==> src/rtl/round_sequencer.sv <==
// Round timer sequencer: IDLE -> READY countdown -> RUN -> DONE, with pause.
// Hundredths countdown is compiled in only when ROUND_HUNDREDTHS_EN is defined.
module round_sequencer #(
   parameter int ROUND_TENS = 6,
   parameter int ROUND_ONES = 0,
   parameter int READY_SECS = 3
) (
   input  logic       clk100,
   input  logic       reset,
   input  logic       tick_1hz,
   input  logic       start_n,
   input  logic       pause_n,
   output logic [3:0] secs_tens,
   output logic [3:0] secs_ones,
   output logic [3:0] hund_tens,
   output logic [3:0] hund_ones,
   output logic [1:0] ready_cnt,
   output logic [2:0] state,
   output logic       round_active,
   output logic       time_up,
   output logic       done_pulse
);

   typedef enum logic [2:0] {
      S_IDLE  = 3'd0,
      S_READY = 3'd1,
      S_RUN   = 3'd2,
      S_PAUSE = 3'd3,
      S_DONE  = 3'd4
   } state_t;

   localparam logic [3:0] INIT_T = 4'(ROUND_TENS);
   localparam logic [3:0] INIT_O = 4'(ROUND_ONES);
   localparam logic [1:0] INIT_R = 2'(READY_SECS);

   state_t     r_state;
   logic [3:0] r_secs_t, r_secs_o;
   logic [1:0] r_ready;
   logic       r_active, r_time_up, r_done;
   logic [1:0] r_start_s, r_pause_s;
   logic       r_start_p, r_pause_p;
   logic [1:0] r_flush;
   logic       w_start, w_pause, w_last;

   // Edge history stays 0 until the synchronizers hold real samples, so a key
   // held low through reset release never looks like a fresh press.
   always_ff @(posedge clk100 or posedge reset) begin
      if (reset) begin
         r_start_s <= 2'b11;
         r_pause_s <= 2'b11;
         r_start_p <= 1'b0;
         r_pause_p <= 1'b0;
         r_flush   <= 2'b00;
      end else begin
         r_start_s <= {r_start_s[0], start_n};
         r_pause_s <= {r_pause_s[0], pause_n};
         r_flush   <= {r_flush[0], 1'b1};
         r_start_p <= r_start_s[1] & r_flush[1];
         r_pause_p <= r_pause_s[1] & r_flush[1];
      end
   end

   assign w_start = r_start_p & ~r_start_s[1];
   assign w_pause = r_pause_p & ~r_pause_s[1];
   assign w_last  = (r_secs_t == 4'd0) && (r_secs_o == 4'd1);

   always_ff @(posedge clk100 or posedge reset) begin
      if (reset) begin
         r_state   <= S_IDLE;
         r_secs_t  <= INIT_T;
         r_secs_o  <= INIT_O;
         r_ready   <= 2'd0;
         r_active  <= 1'b0;
         r_time_up <= 1'b0;
         r_done    <= 1'b0;
      end else begin
         r_done <= 1'b0;
         case (r_state)
            S_IDLE, S_DONE: if (w_start) begin
               r_state   <= S_READY;
               r_ready   <= INIT_R;
               r_secs_t  <= INIT_T;
               r_secs_o  <= INIT_O;
               r_time_up <= 1'b0;
            end
            S_READY: if (tick_1hz) begin
               if (r_ready == 2'd1) begin
                  r_state  <= S_RUN;
                  r_active <= 1'b1;
               end
               r_ready <= r_ready - 2'd1;
            end
            S_RUN: begin
               // Pause wins over a coincident tick; that tick is dropped.
               if (w_pause) begin
                  r_state <= S_PAUSE;
               end else if (tick_1hz) begin
                  if (w_last) begin
                     r_state   <= S_DONE;
                     r_secs_o  <= 4'd0;
                     r_active  <= 1'b0;
                     r_time_up <= 1'b1;
                     r_done    <= 1'b1;
                  end else if (r_secs_o == 4'd0) begin
                     r_secs_o <= 4'd9;
                     r_secs_t <= r_secs_t - 4'd1;
                  end else begin
                     r_secs_o <= r_secs_o - 4'd1;
                  end
               end
            end
            S_PAUSE: if (w_pause) r_state <= S_RUN;
            default: begin
               r_state   <= S_IDLE;
               r_secs_t  <= INIT_T;
               r_secs_o  <= INIT_O;
               r_ready   <= 2'd0;
               r_active  <= 1'b0;
               r_time_up <= 1'b0;
            end
         endcase
      end
   end

`ifdef ROUND_HUNDREDTHS_EN
   logic [3:0] r_hund_t, r_hund_o;

   always_ff @(posedge clk100 or posedge reset) begin
      if (reset) begin
         r_hund_t <= 4'd0;
         r_hund_o <= 4'd0;
      end else begin
         case (r_state)
            S_IDLE, S_DONE: if (w_start) begin
               r_hund_t <= 4'd0;
               r_hund_o <= 4'd0;
            end
            S_READY: if (tick_1hz && r_ready == 2'd1) begin
               r_hund_t <= 4'd9;
               r_hund_o <= 4'd9;
            end
            S_RUN: if (!w_pause) begin
               if (tick_1hz) begin
                  r_hund_t <= w_last ? 4'd0 : 4'd9;
                  r_hund_o <= w_last ? 4'd0 : 4'd9;
               end else if (r_hund_o != 4'd0) begin
                  r_hund_o <= r_hund_o - 4'd1;
               end else if (r_hund_t != 4'd0) begin
                  r_hund_o <= 4'd9;
                  r_hund_t <= r_hund_t - 4'd1;
               end
            end
            S_PAUSE: ;
            default: begin
               r_hund_t <= 4'd0;
               r_hund_o <= 4'd0;
            end
         endcase
      end
   end

   assign hund_tens = r_hund_t;
   assign hund_ones = r_hund_o;
`else
   assign hund_tens = 4'd0;
   assign hund_ones = 4'd0;
`endif

   assign secs_tens    = r_secs_t;
   assign secs_ones    = r_secs_o;
   assign ready_cnt    = r_ready;
   assign state        = r_state;
   assign round_active = r_active;
   assign time_up      = r_time_up;
   assign done_pulse   = r_done;

endmodule

==> config.mk <==
export PLATFORM = sky130hd
export DESIGN_NAME = round_sequencer
export DESIGN_NICKNAME = d
export VERILOG_FILES = /design/src/rtl/round_sequencer.sv
export SDC_FILE = /design/constraint.sdc
export NUM_CORES = 1
export LEC_CHECK = 0
export CAP_MARGIN = 20
export CORE_ASPECT_RATIO = 2
export CORE_MARGIN = 1
export CORE_UTILIZATION = 30
export DETAILED_ROUTE_END_ITERATION = 8
export GPL_ROUTABILITY_DRIVEN = 0
export PLACE_DENSITY_LB_ADDON = 0.05
export SYNTH_ARGS = -nofsm -noshare
export SYNTH_HDL_FRONTEND = slang
export SYNTH_SLANG_ARGS = --single-unit
==> constraint.sdc <==
create_clock -name clk100 -period 3.7 [get_ports clk100]
set_input_delay 0.74 -clock clk100 [delete_from_list [all_inputs] [get_ports clk100]]
set_output_delay 0.74 -clock clk100 [all_outputs]
set_load 0.03 [all_outputs]
==> results_dict.tcl <==
set metrics [dict create \
    critical_path.top_delay_family "buffers and inverters" \
    min_to "r_pause_s[1]" \
    powerDensity_mw_per_mm2 818 \
    seq_area_um2 608 \
    slowest_stage "clkdlybuf4s50_1" \
    ff2ff_setup_slack_ps 1490 \
    min-delay-path-class "register to register" \
    htree_levels 1 \
    final-hold-violation-count 0 \
    power.leakage_uw 0.000672 \
    clock_skew_ps 2.79 \
    fp.dieH_um 96.2 \
    fmax_mhz 427 \
    p_clk_frac 0.175 \
    p_sw_frac 0.418 \
    die_area_mm2 0.00472 \
    drtPass1Iterations 4 \
    ir_drop_v 0.000358 \
    clk_latency_ps 270 \
    hpwl_mm 2.44 \
    p_int_uw 766 \
    cts-buffers-inserted 3 \
    drive_above_1_share 0.143 \
    hold_depth 0 \
    setup_viol 0 \
    timing.critical_path.cells "clkdlybuf4s50_1" \
    endpoint_kind "primary output" \
    synthTopCellsByArea "dfrtp_1 34%, dfstp_2 12%, buf_4 4.5%, ha_1 3.8%, inv_1 3.1%" \
    syn_inst 127 \
    overflow 0 \
    ys_seq_area_frac 0.457 \
    tightest_slew_ps 930 \
    avgRoutedWirePerCell_um 15.5 \
    cp.required_ps 2960 \
    critPathBufInv 1 \
    ios 29 \
    initial_utilization 0.310 \
    pre_cts_ws_ps 1190 \
    r2r_start "secs_ones[0]" \
    grt_antenna_before_repair 0 \
    synth_cell_types 51 \
    start_kind "register" \
    grt_usage 0.145 \
    critPathMaxFanout 11 \
    cts_resized 0 \
    synth_edf_count 0 \
    fin_crit_sh 0.633 \
    hp-start "r_pause_s[0]" \
    ant_nets 0 \
    setup_ws_ps 1360 \
    post-route-drc-count 0 \
    drv_slew 0 \
    max-cap-violations 0 \
    p_seq_frac 0.306 \
    grt_pass1_vias 1087 \
    fillers 451 \
    rows 34 \
    cts_hold_buf 0 \
    vias 991 \
    critPathArrivalTime_ps 1600 \
    avgSynthCellArea_um2 10.5 \
    drt_iter0_markers 18 \
    outcome "complete, no violations" \
    path_depth 1 \
    synth-seq-cells 24 \
    diodes 0 \
    synth.top_cell.area_share 0.338 \
    p_total_uw 1320 \
    portBuffers 20 \
    worst_r2r_endpoint "secs_tens[3]" \
    async_flop_share 1.00 \
    clk_pin_slew_worst_paths_ps 80 \
    synth_area_mm2 0.00133 \
    rsz0062_at_grt "false" \
    synth_area_leader_cell "dfrtp_1" \
    hold-worst-slack_ps 359 \
    postCtsSetupBuffers 0 \
    cts_buffer_depth 2 \
    tns_ps 0 \
    grt_pass1_wl_mm 5.06 \
    multi_input_area_um2 621 \
    cts.sinks 24 \
    root_buffer "clkbuf_8" \
    r2r_cells 6 \
    worstSetupPathType "register to primary output" \
    fin_crit_ps 2340 \
    p_comb_frac 0.519 \
    area_growth_pct 20.9 \
    cpPeakStageDelay_ps 750 \
    grt_max_degree 25 \
    synth-main-ff-cell "dfrtp_1" \
    cts_tree "built" \
    core_region_area_mm2 0.00430 \
    vias_per_cell 4.93 \
    die_w_um 49.1 \
    p_switching_uw 550 \
    routed_wl_mm 3.11 \
    slew_headroom 0.379 \
    yosys_warnings 0 \
    fin_nets 157 \
]
[cells in the mapped netlist, types with 2 or more instances]
cell type   n
conb_1      2
a31oi_1     3
dfstp_2     6
a21oi_1     4
o22ai_1     3
buf_6       2
and2_1      3
o21ai_0     4
ha_1        4
o21a_1      2
o31a_1      2
dfrtp_1    18
mux2i_1     3
buf_4       8
nand2_1     4
mux2_2      2
nor2_1      6
nor2b_1     3
nand2b_1    2
a21o_1      2
nor3_1      2
inv_1      11
nand4_1     2
a22o_1      2
[routing by layer]
| metal | share of wire | global-route usage | up-vias |
|---|---|---|---|
| met3 | 0.022 | 0.0174 | 6 |
| met2 | 0.59 | 0.293 | 19 |
| met1 | 0.36 | 0.130 | 483 |
| met5 | 0 | 0 | - |
| li1 | - | - | 483 |
| met4 | 0.029 | 0.0907 | 0 |
[power by group through the flow]
stage                     clock [uW]  combinational [uW]  sequential [uW]
after floorplan                    0                 438              477
after global placement             0                 688              410
after detailed placement           0                 692              409
after CTS                        240                 694              405
after global routing             246                 747              415
final                            230                 683              403
[area by class of cell]
type	instances	area share
well taps	54	0.0420
flip-flops and latches	24	0.378
repair buffers	20	0.124
clock inverters	1	0.0187
inverters	11	0.0257
clock buffers	3	0.0257
multi-input cells	88	0.386
[worst max-delay path by stage]
stage / start / to / slack (ps)
6_report: state[0] / state[0] / 1360
5_1_grt: state[0] / state[0] / 1290
4_1_cts: state[0] / state[0] / 1350
3_5_place_dp: tick_1hz / secs_tens[3] / 1190
3_3_place_gp: tick_1hz / secs_tens[3] / 1170
2_1_floorplan: secs_ones[0] / secs_tens[3] / 1500
[flip-flops by register name (all words and copies together), names as in the netlist]
name,count
done_pulse,1
r_flush,2
r_pause_p,1
r_pause_s,2
r_start_p,1
r_start_s,2
ready_cnt,2
round_active,1
secs_ones,4
secs_tens,4
state,3
time_up,1
[through the flow]
step / instance area [um2] / instances / util
6_report: 1610 / 201 / 0.374
5_1_grt: 1610 / 201 / 0.374
2_1_floorplan: 1360 / 134 / -
3_5_place_dp: 1540 / 197 / 0.358
4_1_cts: 1610 / 201 / 0.374
3_3_place_gp: 1540 / 197 / 0.358
[cell usage in the layout (no fill, tap or decap), types with 2 or more instances in the layout]
master           Yosys  routed
o21ai_0              4       4
conb_1               2       9
a21oi_1              4       4
o31a_1               2       2
o22ai_1              3       3
dfrtp_1             18      18
nor2b_1              3       3
mux2_2               2       2
dfstp_2              6       6
clkdlybuf4s50_1      0      20
nand4_1              2       2
nor2_1               6       6
nand2b_1             2       2
a22o_1               2       2
and2_1               3       3
ha_1                 4       4
clkbuf_8             0       3
inv_1               11      11
o21a_1               2       2
nand2_1              4       4
mux2i_1              3       3
nor3_1               2       2
a31oi_1              3       3
a21o_1               2       2
[cell families after synthesis]
logic type,after synthesis,synth area share
and+or+nand+nor,34,0.163
DFF,24,0.457
AOI/OAI and AO/OA,36,0.201
muxes,5,0.0395
adders and majority gates,4,0.0376
buffers and inverters,22,0.0968
other,2,0.00564
(Power assumes the default switching activity.)
